[config.mk]
export PLATFORM = sky130hd
export DESIGN_NAME = instr_sequencer_flat
export DESIGN_NICKNAME = d
export VERILOG_FILES = /design/src/rtl/instr_sequencer_if.sv /design/src/rtl/instr_sequencer.sv /design/src/flat_wrapper.sv
export SDC_FILE = /design/constraint.sdc
export NUM_CORES = 1
export LEC_CHECK = 0
export CAP_MARGIN = 20
export CORE_AREA = 2 2 70 72
export CTS_CLUSTER_SIZE = 24
export DETAILED_ROUTE_END_ITERATION = 16
export DIE_AREA = 0 0 72 74
export PLACE_DENSITY = 0.78
export SLEW_MARGIN = 20
export SYNTH_ARGS = -nofsm -noshare
export SYNTH_HDL_FRONTEND = slang
export SYNTH_SLANG_ARGS = --single-unit
[constraint.sdc]
create_clock -name Clk -period 2.8 [get_ports Clk]
set_clock_uncertainty 0.2 [all_clocks]
set_input_delay 0.28 -clock Clk [delete_from_list [all_inputs] [get_ports Clk]]
set_output_delay 0.28 -clock Clk [all_outputs]
set_load 0.02 [all_outputs]
[src/rtl/instr_sequencer_if.sv]
// rtl/instr_sequencer_if.sv - signal bundle between the sequencer, memories and decoder
interface instr_sequencer_if #(
  parameter int PC_W  = 10,
  parameter int CNT_W = 16
);
  // Launch control and instruction-memory read data
  logic             Start;
  logic [8:0]       InstrIn;
  // Decoder / ALU indications for the instruction held in Instr
  logic             Branch;
  logic             Taken;
  logic [PC_W-1:0]  Target;
  logic             MemOp;
  logic             Halt;
  // Data-memory completion
  logic             MemReady;
  // Sequencer outputs
  logic [PC_W-1:0]  PC;
  logic [8:0]       Instr;
  logic             MemReq;
  logic             Retire;
  logic             Busy;
  logic             Done;
  logic [CNT_W-1:0] InstrCount;

  // Sequencer side
  modport master (
    input  Start, InstrIn, Branch, Taken, Target, MemOp, Halt, MemReady,
    output PC, Instr, MemReq, Retire, Busy, Done, InstrCount
  );

  // Environment side: memories, decoder, ALU and launch logic
  modport slave (
    output Start, InstrIn, Branch, Taken, Target, MemOp, Halt, MemReady,
    input  PC, Instr, MemReq, Retire, Busy, Done, InstrCount
  );
endinterface

[src/rtl/instr_sequencer.sv]
// rtl/instr_sequencer.sv - multi-cycle fetch/execute sequencer owning PC and instruction register
module instr_sequencer #(
  parameter int PC_W  = 10,
  parameter int CNT_W = 16
) (
  input  logic              Clk,
  input  logic              ResetN,
  instr_sequencer_if.master bus
);

  typedef enum logic [2:0] {
    S_IDLE    = 3'd0,
    S_FETCH   = 3'd1,
    S_EXEC    = 3'd2,
    S_MEMWAIT = 3'd3,
    S_DONE    = 3'd4
  } state_t;

  state_t           state_q, state_d;
  logic [PC_W-1:0]  pc_q, pc_d;
  logic [8:0]       instr_q, instr_d;
  logic [CNT_W-1:0] cnt_q, cnt_d;

  logic             retire;
  logic             mem_req;
  logic [PC_W-1:0]  pc_next;
  logic [CNT_W-1:0] cnt_next;

  // Handshake strobes decode from state plus live decoder/memory inputs so a
  // ready memory can complete in the same cycle the request is raised.
  always_comb begin
    mem_req = 1'b0;
    retire  = 1'b0;
    case (state_q)
      S_EXEC: begin
        if (!bus.Halt) begin
          if (bus.MemOp) begin
            mem_req = 1'b1;
            retire  = bus.MemReady;
          end else begin
            retire  = 1'b1;
          end
        end
      end
      S_MEMWAIT: begin
        mem_req = 1'b1;
        retire  = bus.MemReady;
      end
      default: begin
        mem_req = 1'b0;
        retire  = 1'b0;
      end
    endcase
  end

  // Next PC and saturating retire count, used only on a retiring cycle.
  always_comb begin
    pc_next  = (bus.Branch && bus.Taken) ? bus.Target : pc_q + {{(PC_W-1){1'b0}}, 1'b1};
    cnt_next = (&cnt_q) ? cnt_q : cnt_q + {{(CNT_W-1){1'b0}}, 1'b1};
  end

  // Next-state decode for the FSM and the architectural registers.
  always_comb begin
    state_d = state_q;
    pc_d    = pc_q;
    instr_d = instr_q;
    cnt_d   = cnt_q;
    case (state_q)
      S_IDLE, S_DONE: begin
        if (bus.Start) begin
          pc_d    = '0;
          cnt_d   = '0;
          state_d = S_FETCH;
        end
      end
      S_FETCH: begin
        instr_d = bus.InstrIn;
        state_d = S_EXEC;
      end
      S_EXEC: begin
        if (bus.Halt) begin
          state_d = S_DONE;
        end else if (bus.MemOp && !bus.MemReady) begin
          state_d = S_MEMWAIT;
        end else begin
          state_d = S_FETCH;
        end
      end
      S_MEMWAIT: begin
        if (bus.MemReady) begin
          state_d = S_FETCH;
        end
      end
      default: begin
        state_d = S_IDLE;
      end
    endcase
    if (retire) begin
      pc_d  = pc_next;
      cnt_d = cnt_next;
    end
  end

  // State and architectural registers; reset may land mid-instruction.
  always_ff @(posedge Clk) begin
    if (!ResetN) begin
      state_q <= S_IDLE;
      pc_q    <= '0;
      instr_q <= '0;
      cnt_q   <= '0;
    end else begin
      state_q <= state_d;
      pc_q    <= pc_d;
      instr_q <= instr_d;
      cnt_q   <= cnt_d;
    end
  end

  // Output mapping.
  always_comb begin
    bus.PC         = pc_q;
    bus.Instr      = instr_q;
    bus.InstrCount = cnt_q;
    bus.MemReq     = mem_req;
    bus.Retire     = retire;
    bus.Busy       = (state_q == S_FETCH) || (state_q == S_EXEC) || (state_q == S_MEMWAIT);
    bus.Done       = (state_q == S_DONE);
  end

endmodule

[src/flat_wrapper.sv]
// flat-port wrapper written by rule: the top's interface ports become plain ports
module instr_sequencer_flat 
#(
  parameter int PC_W  = 10,
  parameter int CNT_W = 16
)
  (Clk, ResetN, bus_Start, bus_InstrIn, bus_Branch, bus_Taken, bus_Target, bus_MemOp, bus_Halt, bus_MemReady, bus_PC, bus_Instr, bus_MemReq, bus_Retire, bus_Busy, bus_Done, bus_InstrCount);
  instr_sequencer_if #(.PC_W(PC_W), .CNT_W(CNT_W)) bus_i ();
  input  logic Clk;
  input  logic ResetN;
  input wire logic [$bits(bus_i.Start)-1:0] bus_Start;
  input wire logic [$bits(bus_i.InstrIn)-1:0] bus_InstrIn;
  input wire logic [$bits(bus_i.Branch)-1:0] bus_Branch;
  input wire logic [$bits(bus_i.Taken)-1:0] bus_Taken;
  input wire logic [$bits(bus_i.Target)-1:0] bus_Target;
  input wire logic [$bits(bus_i.MemOp)-1:0] bus_MemOp;
  input wire logic [$bits(bus_i.Halt)-1:0] bus_Halt;
  input wire logic [$bits(bus_i.MemReady)-1:0] bus_MemReady;
  output wire logic [$bits(bus_i.PC)-1:0] bus_PC;
  output wire logic [$bits(bus_i.Instr)-1:0] bus_Instr;
  output wire logic [$bits(bus_i.MemReq)-1:0] bus_MemReq;
  output wire logic [$bits(bus_i.Retire)-1:0] bus_Retire;
  output wire logic [$bits(bus_i.Busy)-1:0] bus_Busy;
  output wire logic [$bits(bus_i.Done)-1:0] bus_Done;
  output wire logic [$bits(bus_i.InstrCount)-1:0] bus_InstrCount;
  assign bus_i.Start = bus_Start;
  assign bus_i.InstrIn = bus_InstrIn;
  assign bus_i.Branch = bus_Branch;
  assign bus_i.Taken = bus_Taken;
  assign bus_i.Target = bus_Target;
  assign bus_i.MemOp = bus_MemOp;
  assign bus_i.Halt = bus_Halt;
  assign bus_i.MemReady = bus_MemReady;
  assign bus_PC = bus_i.PC;
  assign bus_Instr = bus_i.Instr;
  assign bus_MemReq = bus_i.MemReq;
  assign bus_Retire = bus_i.Retire;
  assign bus_Busy = bus_i.Busy;
  assign bus_Done = bus_i.Done;
  assign bus_InstrCount = bus_i.InstrCount;
  instr_sequencer #(.PC_W(PC_W), .CNT_W(CNT_W)) u_core (.Clk(Clk), .ResetN(ResetN), .bus(bus_i));
endmodule
# After elaboration in Yosys (flattened, before gate mapping)
# Cells that the tools add are included.
# op_classes
addsub	2
multipliers	0
div	0
n_lt_le_gt_ge	0
eq_ne	7
shift	0
muxes	19
bitwise_logic	0
n_reduce_logical	13
# op_table
cell	count
16-bit 2-to-1 mux	4
10-bit 2-to-1 mux	4
16-bit by 1-bit adder with 16-bit output (second input constant)	1
16-bit AND reduction	1
3-bit case mux with 4 select lines	1
10-bit by 1-bit adder with 10-bit output (second input constant)	1
3-bit 2-to-1 mux	3
3-bit by 2-bit == test with 1-bit output (second input constant)	2
2-bit inequality test (second input constant)	3
1-bit 2-to-1 mux	4
1-bit case mux with 2 select lines	2
2-bit AND reduction	2
2-bit nonzero test	2
3-bit by 1-bit == test with 1-bit output (second input constant)	1
3-bit == test (second input constant)	1
3-bit logical NOT	1
3-bit AND reduction	1
1-bit logical AND	2
1-bit logical OR	2
2-bit 2-to-1 mux	1
2-bit OR reduction	1
1-bit logical NOT	1
# totals
ff_bits	38
latch_bits	0
mem_bits_rw	0
mem_bits_ro	0
input_bits	27
output_inout_bits	39
elab_cells	45
n_memories	0

# Logic depth before layout (Yosys ltp)
# Gate-level depths: netlist of run 1.
# logic_depth
depth_word	5
ltp_mapped	7

# Least setup slack after synthesis of run 1
# No wires, ideal clock.
# synth_path
path_type	register to register
startpoint	reg u_core.cnt_q[0], in the netlist u_core.bus.InstrCount[0]
endpoint	reg u_core.cnt_q[14], in the netlist u_core.bus.InstrCount[14]
arrival_time_ps	1911
t_required_ps	2480
setup_slack_ps	569
path_stages_with_launch	8
period_less_slack_ps	2231
cell_sequence	dfxtp_1 -> ha_1 -> nand3_1 -> or4_4 -> buf_6 -> nor4_4 -> xnor2_1 -> nor2_1
# synth_between
elab_chain_cells	3
elab_cells_between_ends	6
cone_classes	add/sub: 1; eq/ne: 1; mux: 2; reduce/logical: 2
# synth_lines
item	line	text
start, declared	instr_sequencer.sv:22	logic [CNT_W-1:0] cnt_q, cnt_d;
start signal, assigned	instr_sequencer.sv:115	cnt_q <= cnt_d;
16-bit by 1-bit adder with 16-bit output or 16-bit AND reduction (tied branches)	instr_sequencer.sv:59	cnt_next = (&cnt_q) ? cnt_q : cnt_q + {{(CNT_W-1){1'b0}}, 1'b1};
16-bit 2-to-1 mux or 2-bit inequality test (tied branches)	-	
16-bit 2-to-1 mux or 3-bit AND reduction (tied branches)	-	
# Several ways; a longest one is shown, not always the timed one. The select of a mux whose other input is x is not followed.
# A chain may end at the register's enable or synchronous reset.

# Worst setup path after layout of run 1
# layout_path
startpoint	reg u_core.state_q[1]
endpoint	out bus_Retire
# layout_between
elab_chain_cells	2
elab_cells_between_ends	3
cone_classes	eq/ne: 2; mux: 1
# layout_lines
item	line	text
start, declared	instr_sequencer.sv:19	state_t state_q, state_d;
start signal, assigned	instr_sequencer.sv:112	state_q <= state_d;
3-bit by 2-bit == test with 1-bit output	instr_sequencer.sv:34	case (state_q)
1-bit case mux with 2 select lines (*)	instr_sequencer.sv:34	
end, declared	flat_wrapper.sv:22	output wire logic [$bits(bus_i.Retire)-1:0] bus_Retire;
# Mark *: on every way between the ends. The rest lies on a longest branch, timed or not.

==> results of run 1 <==
-- Yosys cell counts, drive strengths merged, types with 2 or more instances --
master,n,share of area (%)
a21oi,21,5.3
a31oi,6,1.9
a32o,2,1.0
and2,2,0.63
and3,3,0.95
buf,6,1.9
clkbuf,8,1.5
dfxtp,38,39
ha,2,1.3
inv,4,0.76
mux2i,9,4.6
nand2,27,5.1
nand3,11,3.0
nand4,5,1.9
nor2,28,5.3
nor2b,2,0.63
nor3,7,1.8
nor3b,2,1.0
nor4,3,1.7
o211ai,5,1.9
o21a,2,0.76
o21ai,15,3.8
o221a,2,1.1
o22ai,2,0.63
o2bb2ai,2,0.89
o31ai,5,1.9
or4,4,1.8
-- cells by family (layout without fill, tap and decap cells) --
kind of cell,after synthesis,after routing,synth area share [%]
and+or+nand+nor,101,101,26.7
AOI/OAI and AO/OA,71,71,23.1
DFF,38,38,38.5
buffers and inverters,19,85,4.37
muxes,10,10,5.13
adders and majority gates,2,2,1.27
xor gates and xnor gates,2,2,0.887
-- metrics by stage --
step | cells | power [mW] | area (um^2) | setup slack [ns]
6_report | 363 | 1.32 | 2820 | 0.433
5_1_grt | 363 | 1.38 | 2820 | 0.293
3_5_place_dp | 355 | 0.753 | 2680 | 0.422
2_1_floorplan | 243 | 0.666 | 1970 | 0.569
4_1_cts | 363 | 1.33 | 2820 | 0.426
3_3_place_gp | 355 | 0.749 | 2680 | 0.501
-- sequential cells by signal, summed over array words and instances (netlist names) --
register,cells
u_core.bus.PC,10
u_core.bus.InstrCount,16
u_core.state_q,3
u_core.bus.Instr,9
-- cell usage in the layout, fill, tap and decap left out, drive strengths merged, types with 2 or more instances in the layout --
master	count
o21ai	15
clkbuf	6
o22ai	2
nor2	28
bufinv	2
inv	4
a21oi	21
o221a	2
a31oi	6
nand4	5
nor4	3
nor3b	2
a32o	2
buf	7
o21a	2
and2	2
o31ai	5
mux2i	9
dfxtp	38
clkdlybuf4s50	65
and3	3
o211ai	5
ha	2
nand3	11
o2bb2ai	2
nor2b	2
nand2	27
nor3	7
or4	4
-- worst paths after layout --
path / cells after the start / end / slack, ns / start
hold / removal: 2 / u_core.bus.Instr[8] / 0.29 / u_core.bus.Instr[8]
hold reg to reg: 2 / u_core.bus.Instr[8] / 0.29 / u_core.bus.Instr[8]
setup reg to reg: 6 / u_core.bus.InstrCount[0] / 0.51 / u_core.bus.InstrCount[1]
setup / recovery: 4 / bus_Retire / 0.43 / u_core.state_q[1]
-- worst max-delay path, delay by kind of cell, from the launching register on --
family | cells | cell delay (ns)
buffers and inverters | 2 | 0.75
flip-flops | 1 | 0.45
AND/OR/NAND/NOR | 2 | 0.40
-- power by group through the flow --
stage	registers (mW)	logic, mW	clock network (mW)
final	0.562	0.178	0.585
after global routing	0.565	0.195	0.617
after CTS	0.562	0.179	0.589
after detailed placement	0.575	0.178	0
after global placement	0.574	0.175	0
after floorplan	0.584	0.0813	0
-- routing by layer --
metal  up-vias  share of wire [%]  GRT usage (%)
met4         0                1.1           7.76
met3         4                7.5           7.59
met2        70                 49           34.0
met5         -                  0              0
met1       978                 43           26.1
li1       1028                  -              -
-- cell type report --
class | instances | area (um^2)
clock inverter | 2 | 60.1
clock buffer | 6 | 82.6
tap | 54 | 67.6
sequential | 38 | 761
timing repair buffer | 72 | 703
multi-input combinational | 186 | 1130
fill | 401 | 1780
inverter | 5 | 18.8
==> results.toml, run 1 <==
[run_status]
status = "completed"

[setup_path]
crit_slowest_cell = "clkdlybuf4s50_1"
cp_cell_sequence = "and2b_1, nand3_1, inv_1, clkdlybuf4s50_1"
endpoint_kind = "primary output"
critPathKind = "reg -> out"
start_kind = "flip-flop"
max_stage_delay_ns = 0.61
crit_required_ns = 2.32
critPathMaxFanout = 7
critPathArrivalTime_ns = 1.89

[pwr]
swShare_pct = 23.1
ir_worst_vdd_v = 0.000383
combPwrFrac_pct = 13.4
cellPowerDensity_mw_per_mm2 = 470
clkPwrFrac_pct = 44.1
power.switching_mw = 0.306
p_int_mw = 1.02
leakagePower_nw = 0.952
p_seq_share_pct = 42.4

[synth]
synth_cell_types = 57
ys.flop_type = "dfxtp_1"
synth.cell_area_mm2 = 0.00197
yosysWarnings = 0
synthArstFlopShare_pct = 0
synth-edff-count = 0
syn_inst = 243
synth_nets = 272
avgSynthCellArea_um2 = 8.13
ys_seq_area_share_pct = 38.5
yosys_register_bits = 38

[timing]
tightest_slew_ns = 0.545
setup_tns_ns = 0
hold_ws_ns = 0.294
finalSetupViolations = 0
slew_violations = 0
fmax_ghz = 0.422
hold_viol = 0
max_slew_margin_pct = 63.7
timing.final.crit_share_pct = 84.5
period_needed_ns = 2.37
rsz0062_at_grt = "no"

[cells_and_area]
area_delta_synth_final_pct = 42.8
utilization_pct = 61.3
fin_nets = 337
drive_gt1_share_pct = 8.74
diodes = 0

[drt]
ant_nets = 0
via_per_inst = 5.73
routed-via-count = 2080
drt_first_iter_violations = 109
avgRoutedWirePerCell_um = 14.5
finalWirelength_mm = 5.26
first_pass_iters = 4
drcViolationCount = 0

[die]
die_h_um = 74
die_w_um = 72
fp.coreArea_mm2 = 0.00460
fp.dieArea_mm2 = 0.00533
num_rows = 25
num_io_pins = 66
start_util_pct = 42.9

[placed_design]
hpwl_mm = 3.83
port_buffers = 65
place_congestion = 0.826

[clock_tree]
worst_skew_pair.late_latency_ns = 0.29
path_clk_slew_ns = 0.08
cts_hold_buf = 0
cts-root-buf = "clkbuf_8"
cts_resized = 0
clock_path_buffers = 2
numCtsBuffers = 5
cts_tree = "built"
clock_sinks = 38
post_cts_buffers = 0
htree_levels = 2

[global_routing]
grt-ovfl-total = 0
grt_start_max_net_pins = 30
grt_pass1_wl_mm = 8.89
grt_pass1_vias = 1910
antenna_found_initial = 0
grt_usage_pct = 21.0

[run]
max_cap_viol_count = 0

[worst_hold_path]
hold_class = "reg -> reg"
Note: power is estimated with default switching activity, not from simulation.
==> run 2, diff against run 1 <==
--- a/config.mk
+++ b/config.mk
@@ -6,11 +6,11 @@
 export NUM_CORES = 1
 export LEC_CHECK = 0
 export CAP_MARGIN = 20
-export CORE_AREA = 2 2 70 72
+export CORE_AREA = 2 2 73 75
 export CTS_CLUSTER_SIZE = 24
 export DETAILED_ROUTE_END_ITERATION = 16
-export DIE_AREA = 0 0 72 74
-export PLACE_DENSITY = 0.78
+export DIE_AREA = 0 0 75 77
+export PLACE_DENSITY = 0.76
 export SLEW_MARGIN = 20
 export SYNTH_ARGS = -nofsm -noshare
 export SYNTH_HDL_FRONTEND = slang
==> constraint.sdc (replaced) <==
create_clock -name Clk -period 2.1 [get_ports Clk]
set_clock_uncertainty 0.2 [all_clocks]
set_input_delay 0.21 -clock Clk [delete_from_list [all_inputs] [get_ports Clk]]
set_output_delay 0.21 -clock Clk [all_outputs]
set_load 0.02 [all_outputs]
==> run 2 against run 1 <==
Net effect: largest power group is now registers; die area grew 8.4%; sequential share of layout area shrank 0.85 points; critical endpoint is now u_core.bus.InstrCount[2]; setup slack lost 0.38 ns; first-iteration DRC count shrank 15%; power grew 13%; largest cell class unchanged; sequential cell count is the same.
==> results.toml, run 2 (synthesized netlist as in run 1, its figures left out) <==
[run_status]
status = "completed"

[drt]
avgRoutedWirePerCell_um = 13.9
drt_first_iter_violations = 93
finalWirelength_mm = 5.51
first_pass_iters = 4
via_per_inst = 5.32
routed-via-count = 2107
ant_nets = 0
drcViolationCount = 0

[pwr]
leakagePower_nw = 1.04
combPwrFrac_pct = 17.1
p_seq_share_pct = 50.0
totalPowerFinal_mw = 1.50
ir_worst_vdd_v = 0.000427
swShare_pct = 25.5
cellPowerDensity_mw_per_mm2 = 506
power.switching_mw = 0.381
clkPwrFrac_pct = 33.0
p_int_mw = 1.12

[timing]
hold_viol = 0
fmax_ghz = 0.489
tightest_slew_ns = 0.442
max_slew_margin_pct = 70.5
timing.final.crit_share_pct = 97.4
slew_violations = 0
finalSetupViolations = 0
hold_ws_ns = 0.300
period_needed_ns = 2.04

[setup_path]
r2r_cells = 6
cp_cell_sequence = "ha_4, nand3_2, or4_4, buf_4, o22a_2, a21oi_1"
r2r_start = "u_core.bus.InstrCount[0]"
crit_slowest_cell = "or4_4"
timing.rr.end = "u_core.bus.InstrCount[2]"
endpoint_kind = "flip-flop"
max_stage_delay_ns = 0.62
crit_start = "u_core.bus.InstrCount[0]"
critPathArrivalTime_ns = 2.07
critPathBufInv = 1
critPathCapture = "u_core.bus.InstrCount[2]"
crit_cells = 6
crit_family = "simple AND/OR/NAND/NOR gates"
r2r_setup_slack_ns = 0.06
start_kind = "flip-flop"
critPathKind = "reg -> reg"
crit_required_ns = 2.12
critPathMaxFanout = 6

[cells_and_area]
largest_register_ffs = 16
fin_nets = 356
layoutNonFillerInstCount = 396
diodes = 0
utilization_pct = 59.6
area_delta_synth_final_pct = 50.1
drive_gt1_share_pct = 16.6
final_area_mm2 = 0.00296
layout_common_cells = "63 x clkdlybuf4s50_1, 31 x dfxtp_1, 28 x nor2_1"
final_common_cell = "clkdlybuf4s50_1"

[die]
start_util_pct = 39.7
fp.dieArea_mm2 = 0.00578
die_h_um = 77
fp.coreArea_mm2 = 0.00498
num_rows = 26
die_w_um = 75
num_io_pins = 66

[clock_tree]
clock_path_buffers = 2
clock_sinks = 38
numCtsBuffers = 5
cts_tree = "built"
cts-root-buf = "clkbuf_8"
htree_levels = 2
path_clk_slew_ns = 0.07
worst_skew_pair.late_latency_ns = 0.29
cts_hold_buf = 0

[worst_hold_path]
hold_class = "reg -> reg"
min_from = "u_core.bus.Instr[6]"

[global_routing]
grt_start_max_net_pins = 27
antenna_found_initial = 0
grt_pass1_wl_mm = 8.87
grt_usage_pct = 19.1
grt-ovfl-total = 0
grt_pass1_vias = 1997

[placed_design]
placed_area_mm2 = 0.00284
port_buffers = 65
place_congestion = 0.834
hpwl_mm = 3.95
dp.cells = 389

[run]
max_cap_viol_count = 0
==> run 2: worst min-delay path by stage <==
stage          cells past startpoint                         to  slack (ns)
4_1_cts                            1   u_core.bus.InstrCount[6]        0.30
6_report                           2        u_core.bus.Instr[6]        0.30
5_1_grt                            2  u_core.bus.InstrCount[15]        0.33
2_1_floorplan                      1          u_core.state_q[1]        0.13
3_3_place_gp                       2        u_core.bus.Instr[7]        0.27
3_5_place_dp                       1   u_core.bus.InstrCount[6]        0.29
==> run 2: tightest hold or removal path, stage by stage, from the launching register on <==
cell	delay, ns
dfxtp_1	0.33
mux2i_1	0.06
nor2_1	0.07
==> run 2: power groups by stage <==
stage	clock (mW)	combinational, mW	sequential [mW]
2_1_floorplan	0	0.108	0.779
3_3_place_gp	0	0.249	0.766
3_5_place_dp	0	0.254	0.766
4_1_cts	0.506	0.255	0.750
5_1_grt	0.524	0.275	0.751
6_report	0.494	0.256	0.749
==> run 2: timing repair <==
action | CTS | global route
pin swaps | 0 | 5
endpoints found under the setup margin | 2 | 8
buffers inserted | 0 | 1
cloned | 0 | 0
gates resized for setup | 3 | 7
==> run 2: area by class of cell <==
| cell class | instances | area (um^2) |
|---|---|---|
| clock buffer | 6 | 82.6 |
| fill | 458 | 2010 |
| inverter | 5 | 18.8 |
| multi-input combinational | 186 | 1150 |
| sequential | 38 | 774 |
| tap | 70 | 87.6 |
| timing repair buffer | 91 | 851 |
==> run 2: stage by stage <==
step / TNS [ns] / worst slack, ns
floorplan: 0 / 0.00585
global placement: -0.357 / -0.0883
detailed placement: -0.954 / -0.109
CTS: 0 / 0.0194
global route: -0.00182 / -0.00182
finish: 0 / 0.0556
==> run 2: layer usage <==
metal / share of wire, % / track usage, % / up-vias / wire [um]
met5: 0 / 0 / - / 0
li1: - / - / 1055 / -
met1: 43 / 24.0 / 990 / 2400
met3: 6.2 / 5.91 / 4 / 340
met4: 0.58 / 4.29 / 0 / 32
met2: 50 / 31.4 / 58 / 2740
